## config.mk

```make
export PLATFORM = sky130hd
export DESIGN_NAME = p405s_exectrreg_flat
export DESIGN_NICKNAME = d
export VERILOG_FILES = /design/src/rtl/p405s_exectrreg_if.sv /design/src/rtl/p405s_exectrreg.sv /design/src/flat_wrapper.sv
export SDC_FILE = /design/constraint.sdc
export NUM_CORES = 1
export LEC_CHECK = 0
export CORE_ASPECT_RATIO = 1.2
export CORE_MARGIN = 4
export CORE_UTILIZATION = 30
export CTS_BUF_LIST = sky130_fd_sc_hd__clkbuf_8
export CTS_CLUSTER_SIZE = 16
export DETAILED_ROUTE_END_ITERATION = 12
export GPL_TIMING_DRIVEN = 1
export PLACE_DENSITY_LB_ADDON = 0.25
export SYNTH_ARGS = -nofsm -noshare
export SYNTH_HDL_FRONTEND = slang
export SYNTH_SLANG_ARGS = --single-unit
```

## constraint.sdc

```tcl
create_clock -name CB -period 3.44 [get_ports CB]
set_input_delay 0.86 -clock CB [delete_from_list [all_inputs] [get_ports CB]]
set_output_delay 0.86 -clock CB [all_outputs]
set_load 0.1 [all_outputs]
```

## src/rtl/p405s_exectrreg_if.sv

```systemverilog
// EXE/WB-side view of the Count Register block: update requests in, CTR state and back-pressure out.
// The pipeline side uses master, the CTR block uses slave.
interface p405s_exectrreg_if #(
    parameter int CTR_W = 32
);
    logic             exeBrValid;
    logic [0:3]       exeBOL2;
    logic             exeCtrTgt;
    logic             exeMtCtrValid;
    logic [0:CTR_W-1] exeMtCtrData;
    logic             wbCommit;
    logic             wbFlush;
    logic             exeCtrEq0;
    logic [0:CTR_W-1] ctrL2;
    logic [0:CTR_W-1] ctrArchL2;
    logic             exeCtrBusy;

    modport master (
        output exeBrValid, exeBOL2, exeCtrTgt, exeMtCtrValid, exeMtCtrData, wbCommit, wbFlush,
        input  exeCtrEq0, ctrL2, ctrArchL2, exeCtrBusy
    );

    modport slave (
        input  exeBrValid, exeBOL2, exeCtrTgt, exeMtCtrValid, exeMtCtrData, wbCommit, wbFlush,
        output exeCtrEq0, ctrL2, ctrArchL2, exeCtrBusy
    );
endinterface

```

## src/rtl/p405s_exectrreg.sv

```systemverilog
// Speculative + architected Count Register with a one-entry pending-commit buffer.
// Latency: ctrL2 1 cycle after update/flush, ctrArchL2 1 cycle after wbCommit; exeCtrEq0 combinational.
// Backpressure: exeCtrBusy while an update is pending and WB neither commits nor flushes this cycle.
module p405s_exectrreg #(
    parameter int CTR_W = 32
) (
    input  logic                  CB,
    input  logic                  resetCore_Neg,
    p405s_exectrreg_if.slave      bus
);
    typedef enum logic {IDLE = 1'b0, PEND = 1'b1} pendState_t;

    localparam logic [0:CTR_W-1] ONE = {{(CTR_W-1){1'b0}}, 1'b1};

    pendState_t       state, stateNxt;
    logic [0:CTR_W-1] ctrQ, ctrNxt;
    logic [0:CTR_W-1] archQ, archNxt;
    logic [0:CTR_W-1] pendData, pendNxt;

    logic             decEn;
    logic             wrEn;
    logic             upd;
    logic [0:CTR_W-1] newVal;

    // bcctr never decrements: CTR is the target, so BO[2]=0 there is an invalid form
    assign decEn  = bus.exeBrValid & ~bus.exeBOL2[2] & ~bus.exeCtrTgt;
    assign wrEn   = bus.exeMtCtrValid;
    assign upd    = (decEn | wrEn) & ~bus.wbFlush;
    assign newVal = wrEn ? bus.exeMtCtrData : (ctrQ - ONE);

    always_comb begin
        stateNxt = state;
        ctrNxt   = ctrQ;
        archNxt  = archQ;
        pendNxt  = pendData;
        case (state)
            IDLE: begin
                if (bus.wbFlush) begin
                    ctrNxt = archQ;
                end else if (upd) begin
                    ctrNxt   = newVal;
                    pendNxt  = newVal;
                    stateNxt = PEND;
                end
            end
            PEND: begin
                if (bus.wbCommit) begin
                    archNxt = pendData;
                end
                if (bus.wbFlush) begin
                    // a commit in the same cycle retires first, so restore from the retiring value
                    ctrNxt   = bus.wbCommit ? pendData : archQ;
                    stateNxt = IDLE;
                end else if (bus.wbCommit) begin
                    if (upd) begin
                        ctrNxt  = newVal;
                        pendNxt = newVal;
                    end else begin
                        stateNxt = IDLE;
                    end
                end
            end
            default: stateNxt = IDLE;
        endcase
    end

    always_ff @(posedge CB) begin
        if (!resetCore_Neg) begin
            state    <= IDLE;
            ctrQ     <= '0;
            archQ    <= '0;
            pendData <= '0;
        end else begin
            state    <= stateNxt;
            ctrQ     <= ctrNxt;
            archQ    <= archNxt;
            pendData <= pendNxt;
        end
    end

    assign bus.ctrL2      = ctrQ;
    assign bus.ctrArchL2  = archQ;
    assign bus.exeCtrEq0  = (ctrQ == ONE);
    assign bus.exeCtrBusy = (state == PEND) & ~bus.wbCommit & ~bus.wbFlush;
endmodule

```

## src/flat_wrapper.sv

```systemverilog
// flat-port wrapper written by rule: the top's interface ports become plain ports
module p405s_exectrreg_flat 
#(
    parameter int CTR_W = 32
)
  (CB, resetCore_Neg, bus_exeBrValid, bus_exeBOL2, bus_exeCtrTgt, bus_exeMtCtrValid, bus_exeMtCtrData, bus_wbCommit, bus_wbFlush, bus_exeCtrEq0, bus_ctrL2, bus_ctrArchL2, bus_exeCtrBusy);
  p405s_exectrreg_if #(.CTR_W(CTR_W)) bus_i ();
  input  logic CB;
  input  logic resetCore_Neg;
  input wire logic [$bits(bus_i.exeBrValid)-1:0] bus_exeBrValid;
  input wire logic [$bits(bus_i.exeBOL2)-1:0] bus_exeBOL2;
  input wire logic [$bits(bus_i.exeCtrTgt)-1:0] bus_exeCtrTgt;
  input wire logic [$bits(bus_i.exeMtCtrValid)-1:0] bus_exeMtCtrValid;
  input wire logic [$bits(bus_i.exeMtCtrData)-1:0] bus_exeMtCtrData;
  input wire logic [$bits(bus_i.wbCommit)-1:0] bus_wbCommit;
  input wire logic [$bits(bus_i.wbFlush)-1:0] bus_wbFlush;
  output wire logic [$bits(bus_i.exeCtrEq0)-1:0] bus_exeCtrEq0;
  output wire logic [$bits(bus_i.ctrL2)-1:0] bus_ctrL2;
  output wire logic [$bits(bus_i.ctrArchL2)-1:0] bus_ctrArchL2;
  output wire logic [$bits(bus_i.exeCtrBusy)-1:0] bus_exeCtrBusy;
  assign bus_i.exeBrValid = bus_exeBrValid;
  assign bus_i.exeBOL2 = bus_exeBOL2;
  assign bus_i.exeCtrTgt = bus_exeCtrTgt;
  assign bus_i.exeMtCtrValid = bus_exeMtCtrValid;
  assign bus_i.exeMtCtrData = bus_exeMtCtrData;
  assign bus_i.wbCommit = bus_wbCommit;
  assign bus_i.wbFlush = bus_wbFlush;
  assign bus_exeCtrEq0 = bus_i.exeCtrEq0;
  assign bus_ctrL2 = bus_i.ctrL2;
  assign bus_ctrArchL2 = bus_i.ctrArchL2;
  assign bus_exeCtrBusy = bus_i.exeCtrBusy;
  p405s_exectrreg #(.CTR_W(CTR_W)) u_core (.CB(CB), .resetCore_Neg(resetCore_Neg), .bus(bus_i));
endmodule
```

---- Word level (Yosys, flattened, before mapping) ----
Index checks and enable logic that the tools add are counted.
word-level totals
  bits in registers ....................... 97
  word-level logic and storage cells ...... 39
operators by class
  $add $sub $neg .......................... 1
  eq/ne operators ......................... 5
  mux-type cells .......................... 17
  bitwise logic cells ..................... 11
  reductions and logical operators ........ 1
operators with widths
  kind                                                  count
  2-to-1 mux 32 bit                                     10
  one-hot mux 32 bit (2 select lines)                   2
  equality test 32 x 1 -> 1 bit, second input constant  1
  subtractor 32 x 1 -> 32 bit, second input constant    1
  != test 2 bit, second input constant                  3
  bitwise AND 1 bit                                     5
  NOT 1 bit                                             5
  2-to-1 mux 1 bit                                      4
  != test 3 bit, second input constant                  1
  AND reduction 3 bit                                   1
  one-hot mux 1 bit (2 select lines)                    1
  bitwise OR 1 bit                                      1

---- Logic depth before layout (Yosys ltp) ----
Gate-level depths: netlist of the first run.
  depth in word-level cells ............... 9
  gate-level depth with buffers ........... 9
  mapped depth without buffers ............ 8

---- Worst setup path after synthesis of the first run ----
Ideal clock, no wire load.
  path type ............................... reg2out
  start point ............................. register u_core.ctrQ, in the netlist u_core.bus.ctrL2[8]
  end point ............................... output bus_exeCtrEq0
  arrival ................................. 3.999 ns
  data required time ...................... 2.580 ns
  path slack .............................. -1.419 ns
  stages on the path, launching flop included .. 5
  cells stage by stage .................... dfxtp_1 buf_2 or4_1 or4_4 nor3_1
on the way
  longest elaborated chain between the ends .. 1
ends and longest elaborated chain
  item                           line                   RTL
  from (decl)                    p405s_exectrreg.sv:16  logic [0:CTR_W-1] ctrQ, ctrNxt;
  from (signal assigned)         p405s_exectrreg.sv:75  ctrQ <= ctrNxt;
  equality test 32 x 1 -> 1 bit  p405s_exectrreg.sv:83  assign bus.exeCtrEq0 = (ctrQ == ONE);
  to (decl)                      flat_wrapper.sv:17     output wire logic [$bits(bus_i.exeCtrEq0)-1:0] bus_exeCtrEq0;
No other way between the ends.

---- Worst setup path in the final report of the first run ----
  start point ............................. register u_core.ctrQ, in the netlist u_core.bus.ctrL2[13]
  end point ............................... output bus_exeCtrEq0
The elaborated chain is that of the path after synthesis.

==> results of run 1 <==
## area by class of cell
class                   instances  area share, %
flip-flops and latches         97           29.7
multi-input cells             480           44.0
well taps                     212           4.06
clock buffers                  12           2.53
repair buffers                142           18.1
inverters                       9          0.517
clock inverters                 4           1.13
## cell usage in the layout (no fill, tap or decap), drive strengths merged, types with 5 or more instances in the layout
cell / instances
o211ai: 8
xnor2: 20
nor4: 12
dfxtp: 97
a211oi: 6
clkdlybuf4s50: 38
nand3: 10
a22oi: 9
clkbuf: 12
nor2: 51
buf: 104
nand2: 107
mux2i: 16
or2: 5
o22ai: 6
xor2: 13
inv: 8
nand4: 5
or4: 5
a21oi: 55
nor3: 12
o21ai: 49
o221ai: 6
a32oi: 7
nand2b: 9
a22o: 14
## state kept, by name, summed over array words and instances (netlist names)
signal                count
u_core.state              1
u_core.bus.ctrL2         32
u_core.bus.ctrArchL2     32
u_core.pendData          32
## metrics by stage
stage          power [W]  hold WS [ns]  setup slack (ns)
2_1_floorplan    0.00179         0.423            0.0378
3_3_place_gp     0.00204         0.430             0.409
3_5_place_dp     0.00205         0.439             0.376
4_1_cts          0.00295         0.451             0.220
5_1_grt          0.00306         0.472             0.129
6_report         0.00292         0.449             0.119
## kinds of logic (layout without fill, tap and decap cells)
| family | count (synthesis) | count (layout) | share of synthesized area (%) |
|---|---|---|---|
| simple gates | 232 | 232 | 22.1 |
| xor+xnor | 33 | 33 | 5.75 |
| fa+ha+maj | 2 | 2 | 0.498 |
| compound gates | 197 | 197 | 25.4 |
| buf+inv | 56 | 167 | 4.43 |
| flops | 97 | 97 | 38.6 |
| mux | 16 | 16 | 3.19 |
## critical path, stage by stage (launching register included)
cell and delay [ns]:
dfxtp_1 0.41, nor3_1 0.54, nand3_1 0.29, nor2_1 0.15, nand4_1 0.21, nor3_4 0.28
buf_12 0.20
## routing by layer
layer / track usage (%) / routed length (um) / up-vias
li1: - / - / 2482
met1: 25.0 / 8000 / 2528
met2: 33.6 / 9270 / 256
met3: 4.14 / 1270 / 41
met4: 8.32 / 515 / 0
met5: 0 / 0 / -
## final timing paths
check | start | end | slack [ns]
max reg2reg | u_core.bus.ctrL2[13] | u_core.bus.ctrL2[6] | 0.64
min | u_core.pendData[16] | u_core.pendData[16] | 0.45
max | u_core.bus.ctrL2[13] | bus_exeCtrEq0 | 0.12
min reg2reg | u_core.pendData[16] | u_core.pendData[16] | 0.45
## Yosys cell counts (3+ instances only)
library cell | count | area share, %
xnor2_1 | 20 | 3.5
buf_2 | 3 | 0.30
a221oi_1 | 4 | 0.70
o211ai_1 | 8 | 1.2
buf_1 | 5 | 0.37
o221ai_1 | 6 | 1.0
a211oi_1 | 6 | 0.90
a22o_1 | 14 | 2.4
nor3_1 | 11 | 1.1
or4_1 | 4 | 0.60
a21o_1 | 3 | 0.45
or2_2 | 5 | 0.62
o21ai_0 | 47 | 4.7
a31oi_1 | 4 | 0.50
nor2_1 | 50 | 3.7
a32o_1 | 4 | 0.80
nand2b_1 | 9 | 1.1
a21oi_1 | 55 | 5.5
o21a_1 | 3 | 0.45
xor2_1 | 13 | 2.3
and3_1 | 3 | 0.37
dfxtp_1 | 97 | 39
o31a_1 | 3 | 0.52
a32oi_1 | 7 | 1.2
clkbuf_1 | 37 | 2.8
or3_1 | 3 | 0.37
a22oi_1 | 9 | 1.3
o22ai_1 | 6 | 0.75
nor4_1 | 10 | 1.2
mux2i_1 | 16 | 3.2
o31ai_1 | 3 | 0.45
nand3_1 | 10 | 1.0
a2bb2oi_1 | 3 | 0.52
inv_1 | 8 | 0.60
nand2_1 | 107 | 8.0
nand4_1 | 3 | 0.37
## power breakdown
| group | leakage (nW) | internal, W | switching [W] |
|---|---|---|---|
| Combinational | 1.75 | 0.000268 | 0.000522 |
| Clock | 0.123 | 0.000470 | 0.000419 |
| Sequential | 0.790 | 0.00118 | 0.0000708 |
==> impl_metrics.ini, run 1 <==
[outcome]
status = complete, no violations

[floorplanning]
rows = 51
ios = 109
die_h_um = 150
design.core.area_mm2 = 0.0163
die_w_um = 126
start_util_pct = 30.8
dieArea_mm2 = 0.0189

[timing]
max_freq_mhz = 301
setup_violations = 0
fin_crit_sh_pct = 96.5
rsz0062_at_grt = no
fin_crit_ns = 3.32
final-hold-violation-count = 0
finalClockSkew_ns = 0.0138
tightestPinTransition_ns = 0.605
slew_viol_final = 0
max-slew-margin-rel_pct = 59.6
tns_ns = 0

[routing]
routed_wl_um = 19100
drt-initial-drc-count = 447
via_per_inst = 5.55
dr.pass1.iters = 5
drc = 0
vias = 5307
ant_nets = 0
wl_per_cell_um = 19.9

[placement]
place_inst = 940
hpwl_um = 13600
place.gp.congestion = 0.878
placed_area_mm2 = 0.00630
io_buffers = 105

[job]
max_cap_viol_count = 0

[layout]
areaGrowthSynthToFinish_pct = 30.1
antennaDiodeCount = 0
utilization_pct = 40.0
layout.nets = 784
seqCellArea_mm2 = 0.00194
nFillCells = 1699
drive_above_1_share_pct = 18.4
multi_input_area_mm2 = 0.00287
finalInstanceArea_mm2 = 0.00654
instances_no_fill = 956

[clocking]
hold_buffers = 0
cts_buffers = 9
cts_tree = done
post_cts_resized = 0
clock_latency_ns = 0.39
clkTransAtPathRegs_ns = 0.09
htreeDepth = 3
root_buffer = clkbuf_8
cts_setup_buffers = 0
cts_num_sinks = 97
clockBufferDepth = 2

[power_and_ir_drop]
ir_drop_v = 0.000215
power.leakage_nw = 2.66
power.density_mw_per_mm2 = 447

[synth]
syn-cell-area_mm2 = 0.00503
synth_nets = 678
synth_edf_count = 0
synth_ff_type = dfxtp_1
ys_ff_latch = 97
seq_area_frac_synth_pct = 38.6
yosysWarnings = 0
synth_area_per_cell_um2 = 7.94
synth-async-reset-ratio_pct = 0
synth_cell_types = 62
synthCells = 633

[setup_path]
critical_path_arrival_ns = 2.46
start_kind = flip-flop
critPathRequiredTime_ns = 2.58
worstPathMaxFanout = 7
r2r_cells = 6
critical_path_class = reg2out
cp-end-kind = output pin

[hold_path]
min_path_cells = 2
hold_path.class = reg2reg

[global_routing]
antenna_found_initial = 0
grt_use_total_pct = 20.0
grt_max_degree = 32
grt_pass1_vias = 5247
grt_pass1_wl_um = 29500
grt_overflow = 0
No activity file was read; power rests on OpenSTA's default activity.
==> run 2: changes to the inputs <==
--- a/config.mk
+++ b/config.mk
@@ -12,6 +12,7 @@
 export CTS_CLUSTER_SIZE = 16
 export DETAILED_ROUTE_END_ITERATION = 12
 export GPL_TIMING_DRIVEN = 1
+export HOLD_SLACK_MARGIN = 0.03
 export PLACE_DENSITY_LB_ADDON = 0.25
 export SYNTH_ARGS = -nofsm -noshare
 export SYNTH_HDL_FRONTEND = slang
==> results of run 2 <==
No change in the layout: final DEF, timing and power equal those of run 1.
==> run 3: changes to the inputs <==
--- a/config.mk
+++ b/config.mk
@@ -6,7 +6,6 @@
 export NUM_CORES = 1
 export LEC_CHECK = 0
 export CORE_ASPECT_RATIO = 1.2
-export CORE_MARGIN = 4
 export CORE_UTILIZATION = 30
 export CTS_BUF_LIST = sky130_fd_sc_hd__clkbuf_8
 export CTS_CLUSTER_SIZE = 16
==> impl_metrics.ini, run 3 (synthesis results as in run 1) <==
[outcome]
status = complete, no violations

[power_and_ir_drop]
ir_drop_v = 0.000182
p_sw_share_pct = 35.9
clkPwrFrac_pct = 28.1
p_seq_share_pct = 43.9
p_sw_w = 0.00102
power.internal_w = 0.00182
power.leakage_nw = 2.66
power.density_mw_per_mm2 = 434
p_comb_share_pct = 27.9

[global_routing]
antenna_found_initial = 0
grt_use_total_pct = 22.1
grt_overflow = 0
grt_pass1_wl_um = 28800
grt_max_degree = 38
grt_pass1_vias = 5223

[setup_path]
r2r-end = u_core.bus.ctrL2[6]
reg2reg_from = u_core.bus.ctrL2[13]
critical_path_arrival_ns = 2.33
critical_path_class = reg2out
reg2reg_slack_ns = 0.72
worstPathMaxFanout = 7
slowest_stage = nor3_1
worstPathCellList = nor3_1 > nand3_1 > nor2_1 > nand4_1 > nor3_4 > buf_12
critPathRequiredTime_ns = 2.58
critical_path.max_stage_delay_ns = 0.46
crit_buf_inv = 1
r2r_cells = 6
startpoint = u_core.bus.ctrL2[13]
start_kind = flip-flop
cp-end-kind = output pin
critPathTopFamily = simple AND/OR/NAND/NOR gates
cp_num_cells = 6
crit_end = bus_exeCtrEq0

[timing]
tns_ns = 0
final-hold-violation-count = 0
fin_crit_ns = 3.19
fin_crit_sh_pct = 92.7
tightestPinTransition_ns = 0.947
hold_slack_ns = 0.463
max-slew-margin-rel_pct = 36.6
setup_violations = 0
rsz0062_at_grt = no
finalClockSkew_ns = 0.0125
max_freq_mhz = 314
slew_viol_final = 0

[routing]
vias = 5279
wl_per_cell_um = 19.5
ant_nets = 0
drt-initial-drc-count = 454
dr.pass1.iters = 4
via_per_inst = 5.51
drc = 0
routed_wl_um = 18700

[hold_path]
hold_path.class = reg2reg

[layout]
antennaDiodeCount = 0
areaGrowthSynthToFinish_pct = 29.8
nFillCells = 1706
layout_commonest_cell = nand2_1
layout_common_cells = 107 x nand2_1, 103 x buf_4, 96 x dfxtp_1
layout.nets = 786
seqCellArea_mm2 = 0.00194
drive_above_1_share_pct = 18.4
multi_input_area_mm2 = 0.00287

[clocking]
cts_buffers = 9
clockBufferDepth = 2
cts_num_sinks = 97
cts_setup_buffers = 0
cts_tree = done
hold_buffers = 0
root_buffer = clkbuf_8
htreeDepth = 3
clock_latency_ns = 0.39
post_cts_resized = 0
clkTransAtPathRegs_ns = 0.09

[floorplanning]
ios = 109
start_util_pct = 30.8
dieArea_mm2 = 0.0173
die_h_um = 144
design.core.area_mm2 = 0.0163
rows = 51
die_w_um = 120

[placement]
place.gp.congestion = 0.893
io_buffers = 105
hpwl_um = 13300

[job]
max_cap_viol_count = 0
[run 3: cell count changes in the layout (fill, tap and decap cells not counted)]
cell / before / now
buf_2: 1 / 0
buf_4: 101 / 103
bufinv_16: 2 / 1
clkbuf_8: 12 / 11
clkdlybuf4s50_1: 38 / 39
clkinvlp_4: 0 / 1
inv_1: 8 / 9
[run 3: stage by stage]
stage          setup slack [ns]  cell area (um^2)  cells  utilization [%]  power (W)
2_1_floorplan            0.0378              5040    633                -    0.00179
3_3_place_gp              0.402              6320    942             38.7    0.00204
3_5_place_dp              0.349              6320    942             38.7    0.00205
4_1_cts                   0.244              6530    958             40.0    0.00284
5_1_grt                   0.115              6530    958             40.0    0.00296
6_report                  0.253              6530    958             40.0    0.00283
[run 3: how the worst min path moves through the flow]
| stage | start | to | slack, ns | cells past startpoint |
|---|---|---|---|---|
| 3_5_place_dp | u_core.pendData[21] | u_core.pendData[21] | 0.44 | 2 |
| 3_3_place_gp | u_core.pendData[16] | u_core.pendData[16] | 0.43 | 2 |
| 5_1_grt | u_core.pendData[13] | u_core.pendData[13] | 0.48 | 2 |
| 4_1_cts | u_core.pendData[13] | u_core.pendData[13] | 0.46 | 2 |
| 2_1_floorplan | u_core.pendData[16] | u_core.pendData[16] | 0.42 | 2 |
| 6_report | u_core.pendData[27] | u_core.pendData[27] | 0.46 | 2 |
[run 3: power groups by stage]
stage / combinational [W] / clock [W] / sequential (W)
6_report: 0.000791 / 0.000797 / 0.00124
5_1_grt: 0.000842 / 0.000861 / 0.00125
4_1_cts: 0.000788 / 0.000811 / 0.00124
3_5_place_dp: 0.000785 / 0 / 0.00127
3_3_place_gp: 0.000775 / 0 / 0.00127
2_1_floorplan: 0.000368 / 0 / 0.00143
[run 3: metal layers]
metal	GRT usage, %	routed length (um)	part of all wire, %
met1	26.9	7910	42
met2	37.7	9190	49
met3	3.61	1100	5.8
met4	10.5	526	2.8
met5	0	0	0
[run 3: layout make-up]
type | count | area share [%]
inverters | 9 | 0.518
repair buffers | 144 | 18.4
clock buffers | 11 | 2.32
clock inverters | 5 | 0.844
well taps | 212 | 4.06
flip-flops and latches | 97 | 29.8
multi-input cells | 480 | 44.0
[run 3: tightest hold or removal path: stages (launching register included)]
cell and delay, ns:
dfxtp_1 0.32, nand2_1 0.05, a21oi_1 0.05
